--- config.mk ---
export PLATFORM = sky130hd
export DESIGN_NAME = instruction_fetch_flat
export DESIGN_NICKNAME = d
export VERILOG_FILES = /design/src/rtl/instruction_fetch_if.sv /design/src/rtl/instruction_fetch.sv /design/src/flat_wrapper.sv
export SDC_FILE = /design/constraint.sdc
export NUM_CORES = 1
export LEC_CHECK = 0
export ABC_CLOCK_PERIOD_IN_PS = 2350
export BUFFER_PORTS_ARGS = -buffer_cell sky130_fd_sc_hd__buf_2
export CAP_MARGIN = 10
export CORE_ASPECT_RATIO = 0.9
export CORE_MARGIN = 8
export CORE_UTILIZATION = 49
export DETAILED_ROUTE_END_ITERATION = 8
export MAX_ROUTING_LAYER = met4
export PLACE_DENSITY_LB_ADDON = 0.1
export SYNTH_ARGS = -nofsm -noshare
export SYNTH_HDL_FRONTEND = slang
export SYNTH_SLANG_ARGS = --single-unit
--- constraint.sdc ---
create_clock -name clk -period 2.35 [get_ports clk]
set_input_delay 0.235 -clock clk [delete_from_list [all_inputs] [get_ports clk]]
set_output_delay 0.235 -clock clk [all_outputs]
set_load 0.02 [all_outputs]
--- src/rtl/instruction_fetch_if.sv ---
// Bundle between the fetch stage, instruction memory and decode.
// The fetch stage takes the master side.
interface instruction_fetch_if #(
  parameter int ADDR_W = 6,
  parameter int DATA_W = 32
);
  logic [ADDR_W-1:0] imem_addr;
  logic [DATA_W-1:0] imem_data;
  logic              branch_taken;
  logic [ADDR_W-1:0] branch_target;
  logic              ir_ready;
  logic              ir_valid;
  logic [DATA_W-1:0] ir_data;
  logic [ADDR_W-1:0] ir_pc;
  logic              halted;

  modport master (
    output imem_addr,
    input  imem_data,
    input  branch_taken,
    input  branch_target,
    input  ir_ready,
    output ir_valid,
    output ir_data,
    output ir_pc,
    output halted
  );

  modport slave (
    input  imem_addr,
    output imem_data,
    output branch_taken,
    output branch_target,
    output ir_ready,
    input  ir_valid,
    input  ir_data,
    input  ir_pc,
    input  halted
  );
endinterface

--- src/rtl/instruction_fetch.sv ---
// Fetch stage: owns the PC, drives the ROM address and holds the fetched word
// in an instruction register offered to decode with valid/ready.
module instruction_fetch #(
  parameter int                  ADDR_W    = 6,
  parameter int                  DATA_W    = 32,
  parameter logic [ADDR_W-1:0]   RESET_PC  = '0,
  parameter logic [DATA_W-1:0]   HALT_WORD = 32'hFFFF_FFFF
) (
  input  logic                  clk,
  input  logic                  rst_n,
  instruction_fetch_if.master   bus
);

  typedef enum logic [1:0] {
    S_IDLE,
    S_FETCH,
    S_HALTED
  } state_t;

  state_t            r_state;
  logic [ADDR_W-1:0] r_pc;
  logic              r_ir_valid;
  logic [DATA_W-1:0] r_ir_data;
  logic [ADDR_W-1:0] r_ir_pc;
  logic              r_halted;

  state_t            w_state;
  logic [ADDR_W-1:0] w_pc;
  logic              w_ir_valid;
  logic [DATA_W-1:0] w_ir_data;
  logic [ADDR_W-1:0] w_ir_pc;
  logic              w_halted;
  logic              w_advance;

  assign w_advance = !r_ir_valid || bus.ir_ready;

  always_comb begin
    w_state    = r_state;
    w_pc       = r_pc;
    w_ir_valid = r_ir_valid;
    w_ir_data  = r_ir_data;
    w_ir_pc    = r_ir_pc;
    w_halted   = r_halted;
    case (r_state)
      S_IDLE: begin
        w_state = S_FETCH;
        if (bus.branch_taken) w_pc = bus.branch_target;
      end
      S_FETCH: begin
        // Branch outranks both halt detection and the handshake.
        if (bus.branch_taken) begin
          w_pc       = bus.branch_target;
          w_ir_valid = 1'b0;
        end else if (w_advance) begin
          if (bus.imem_data == HALT_WORD) begin
            w_ir_valid = 1'b0;
            w_halted   = 1'b1;
            w_state    = S_HALTED;
          end else begin
            w_ir_data  = bus.imem_data;
            w_ir_pc    = r_pc;
            w_ir_valid = 1'b1;
            w_pc       = r_pc + ADDR_W'(1);
          end
        end
      end
      S_HALTED: begin
        w_ir_valid = 1'b0;
        if (bus.branch_taken) begin
          w_pc     = bus.branch_target;
          w_halted = 1'b0;
          w_state  = S_FETCH;
        end
      end
      default: begin
        w_state = S_IDLE;
      end
    endcase
  end

  always_ff @(posedge clk or negedge rst_n) begin
    if (!rst_n) begin
      r_state    <= S_IDLE;
      r_pc       <= RESET_PC;
      r_ir_valid <= 1'b0;
      r_ir_data  <= '0;
      r_ir_pc    <= '0;
      r_halted   <= 1'b0;
    end else begin
      r_state    <= w_state;
      r_pc       <= w_pc;
      r_ir_valid <= w_ir_valid;
      r_ir_data  <= w_ir_data;
      r_ir_pc    <= w_ir_pc;
      r_halted   <= w_halted;
    end
  end

  assign bus.imem_addr = r_pc;
  assign bus.ir_valid  = r_ir_valid;
  assign bus.ir_data   = r_ir_data;
  assign bus.ir_pc     = r_ir_pc;
  assign bus.halted    = r_halted;

endmodule

--- src/flat_wrapper.sv ---
// flat-port wrapper written by rule: the top's interface ports become plain ports
module instruction_fetch_flat 
#(
  parameter int                  ADDR_W    = 6,
  parameter int                  DATA_W    = 32,
  parameter logic [ADDR_W-1:0]   RESET_PC  = '0,
  parameter logic [DATA_W-1:0]   HALT_WORD = 32'hFFFF_FFFF
)
  (clk, rst_n, bus_imem_addr, bus_imem_data, bus_branch_taken, bus_branch_target, bus_ir_ready, bus_ir_valid, bus_ir_data, bus_ir_pc, bus_halted);
  instruction_fetch_if #(.ADDR_W(ADDR_W), .DATA_W(DATA_W)) bus_i ();
  input  logic clk;
  input  logic rst_n;
  output wire logic [$bits(bus_i.imem_addr)-1:0] bus_imem_addr;
  input wire logic [$bits(bus_i.imem_data)-1:0] bus_imem_data;
  input wire logic [$bits(bus_i.branch_taken)-1:0] bus_branch_taken;
  input wire logic [$bits(bus_i.branch_target)-1:0] bus_branch_target;
  input wire logic [$bits(bus_i.ir_ready)-1:0] bus_ir_ready;
  output wire logic [$bits(bus_i.ir_valid)-1:0] bus_ir_valid;
  output wire logic [$bits(bus_i.ir_data)-1:0] bus_ir_data;
  output wire logic [$bits(bus_i.ir_pc)-1:0] bus_ir_pc;
  output wire logic [$bits(bus_i.halted)-1:0] bus_halted;
  assign bus_imem_addr = bus_i.imem_addr;
  assign bus_i.imem_data = bus_imem_data;
  assign bus_i.branch_taken = bus_branch_taken;
  assign bus_i.branch_target = bus_branch_target;
  assign bus_i.ir_ready = bus_ir_ready;
  assign bus_ir_valid = bus_i.ir_valid;
  assign bus_ir_data = bus_i.ir_data;
  assign bus_ir_pc = bus_i.ir_pc;
  assign bus_halted = bus_i.halted;
  instruction_fetch #(.ADDR_W(ADDR_W), .DATA_W(DATA_W), .RESET_PC(RESET_PC), .HALT_WORD(HALT_WORD)) u_core (.clk(clk), .rst_n(rst_n), .bus(bus_i));
endmodule
==> qor.csv <==
stage;metric;value;unit
setup_path;r2r endpoint;u_core.bus.imem_addr[4];
synthesis;Synth cell types;38;
hold_path;Hold Path Class;input port to asynchronous set/reset pin;
placed_design;HPWL Detailed;3.965;mm
final_layout;P&R area growth vs syn;27.38;%
timing;Final min period;2120;ps
detailed_routing;final WL;5.247;mm
detailed_routing;routed via count;1717;
setup_path;Worst setup EP type;flip-flop;
global_route;initial antenna violation count;0;
synthesis;synth cell count leaders;dfrtp_1, mux2_4, mux2_2;
cts;H-tree levels;2;
setup_path;CP arrival;2290;ps
synthesis;Synth Register Bits;48;
setup_path;FF-to-FF setup slack;230;ps
timing;clock skew;3.062;ps
cts;post-CTS setup buffer count;0;
die;starting density of the core;51.00;%
setup_path;critical path startpoint;u_core.r_state[0];
die;core area;4489;sq um
synthesis;Synth area leaders;dfrtp_1, mux2_4, mux2_2;
final_layout;# diodes;0;
global_route;vias in the first global route;1767;
final_layout;Final Net Count;310;
synthesis;Synth Flop Type;dfrtp_1;
die;die height;80.85;um
die;Top Ports;88;
cts;clock sink total;48;
cts;post-CTS sizing;0;
placed_design;Placed Cells incl. Taps;317;
synthesis;Mapped Nets;219;
run_status;run status;finished clean;
synthesis;ys async rst share;100.0;%
timing;post-route setup TNS;0;ps
timing;Max Freq;471.6;MHz
setup_path;Slowest cell on crit path;or3_1;
synthesis;yosys warns;0;
synthesis;share of the synthesized area in the top cell type;52.46;%
detailed_routing;drt drc;0;
final_layout;share of post-route cells with drive strength above 1;53.61;%
detailed_routing;wire per inst;16.14;um
detailed_routing;1st-pass router iterations;4;
setup_path;WS Path Type;flip-flop to flip-flop;
setup_path;CP startpoint kind;flip-flop;
synthesis;Seq/Total Area, Yosys;52.46;%
timing;count of final hold-check violations;0;
cts;CTS tree;built;
detailed_routing;DRT antenna net count;0;
timing;Setup Viol. Count Final;0;
setup_path;worst-path fanout max;11;
timing;slew margin rel.;59.89;%
synthesis;most frequent cell after synthesis;dfrtp_1;
cts;Worst-path clk slew;80;ps
cts;CTS hold repair buffers;0;
cts;clk buf depth;2;
final_layout;Core Util, Final;64.97;%
synthesis;post-synthesis cell count;171;
detailed_routing;DR iter-0 viols;56;
timing;min setup slack post-route;229.7;ps
pwr;PD cells;840.7;nW/um^2
placed_design;Placer Congestion;0.8757;
placed_design;number of I/O port buffers;87;
synthesis;EDFF count, synth;0;
final_layout;Final Non-Filler Cells;325;
global_route;largest net degree at the start of global routing;49;
synthesis;Synth area leader;dfrtp_1;
synthesis;Mapped Area;2290;sq um
setup_path;Max stage delay on crit path;520;ps
pwr;Leakage;0.001412;uW
detailed_routing;Vias/cell;5.283;
cts;clock latency on the worst-skew pair;290;ps
global_route;gr usage total;15.46;%
setup_path;Critical Path RT;2520;ps
timing;max-slew violation count;0;
placed_design;Place WS;269.3;ps
flow_run;Max Cap Viol;0;
die;width of the chip;88.06;um
global_route;GRT Residual Overflow;0;
global_route;first-pass GRT wire length;8.424;mm
setup_path;R2R cell count;5;
setup_path;RR Startpoint;u_core.r_state[0];
timing;worst slew pin tran;601.7;ps
timing;unrepaired setup endpoints after global routing;no;
setup_path;CP Cell Sequence;inv_1 -> ha_1 -> or3_1 -> a2111oi_0 -> o21ai_0;
die;row cnt;23;
cts;CTS Root Cell;clkbuf_8;
timing;Final period util;90.22;%
die;Die Footprint;7119;sq um
cts;Num CTS Buffers;5;
pwr;Peak VDD IR;459.7;uV
synthesis;Mean Syn Cell Area;13.39;sq um
sequential cells by signal (all words and copies together) (netlist names):
name	count
u_core.bus.ir_pc	6
u_core.bus.ir_data	32
u_core.bus.imem_addr	6
u_core.bus.halted	1
u_core.bus.ir_valid	1
u_core.r_state	2
cell type report:
class                           count  area [sq um]
Inverter                            2         7.507
Fill cell                         385          1573
Clock buffer                        7         96.34
Tap cell                           62         77.57
Timing Repair Buffer               90         470.5
Multi-Input combinational cell    115          1033
Sequential cell                    48          1201
Clock inverter                      1         30.03
metrics by stage:
stage                     instance area (sq um)  power [uW]  hold WS, ps
after floorplan                            2290        1560       -60.59
after global placement                     2790        1832        370.7
after detailed placement                   2790        1842        372.8
after CTS                                  2917        2488        45.36
after global routing                       2917        2592        74.23
final                                      2917        2452        20.48
where the power goes:
| part | leakage [uW] | switching [uW] | internal (uW) |
|---|---|---|---|
| clock network | 0.0000645 | 262 | 375 |
| registers | 0.000557 | 114 | 983 |
| logic | 0.000791 | 395 | 323 |
| total | 0.00141 | 771 | 1680 |
per-layer routing:
metal / wire, um / global-route usage [%] / share of wire [%]
met5: 0 / - / 0
met4: 31 / 4.216 / 0.59
met3: 489 / 5.141 / 9.3
met2: 2313 / 22.46 / 44
met1: 2412 / 20.12 / 46
cell families after synthesis:
group / count (synthesis) / synth area share, %
compound gates: 25 / 7.214
fa+ha+maj: 6 / 3.279
buf+inv: 8 / 2.678
flops: 48 / 52.46
mux: 41 / 23.33
simple gates: 43 / 11.04
placed cells by master, fill, tap and decap left out, types with 2 or more instances in the layout:
cell type / synthesis / final
buf_2: 1 / 87
mux2_4: 20 / 20
nand2b_1: 3 / 3
dfrtp_1: 48 / 48
nor4_2: 2 / 2
inv_1: 2 / 2
nand3_1: 4 / 4
o211ai_1: 2 / 2
a2111oi_0: 2 / 2
nor3_1: 4 / 4
nand2_1: 7 / 7
nand4_1: 8 / 8
nor2b_1: 2 / 2
nor2_1: 5 / 5
ha_1: 6 / 6
a21oi_1: 5 / 5
mux2i_1: 2 / 2
buf_4: 0 / 2
o21ai_0: 8 / 8
clkbuf_8: 0 / 7
mux2_2: 19 / 19
worst max path at each step:
stage / end / slack, ps / cells past startpoint
after CTS: u_core.bus.imem_addr[4] / 250 / 5
after global placement: u_core.bus.imem_addr[4] / 370 / 5
final: u_core.bus.imem_addr[4] / 230 / 5
after detailed placement: u_core.bus.imem_addr[4] / 270 / 5
after global routing: u_core.bus.imem_addr[4] / 40 / 5
after floorplan: u_core.bus.imem_addr[2] / 450 / 6
critical path: cells and delay by family (launching register included):
| kind | cells | cell delay, ps |
|---|---|---|
| DFF | 1 | 470 |
| adders and majority gates | 1 | 270 |
| AOI/OAI and AO/OA | 2 | 620 |
| buffers and inverters | 1 | 120 |
| and+or+nand+nor | 1 | 520 |
(Power assumes the default switching activity.)
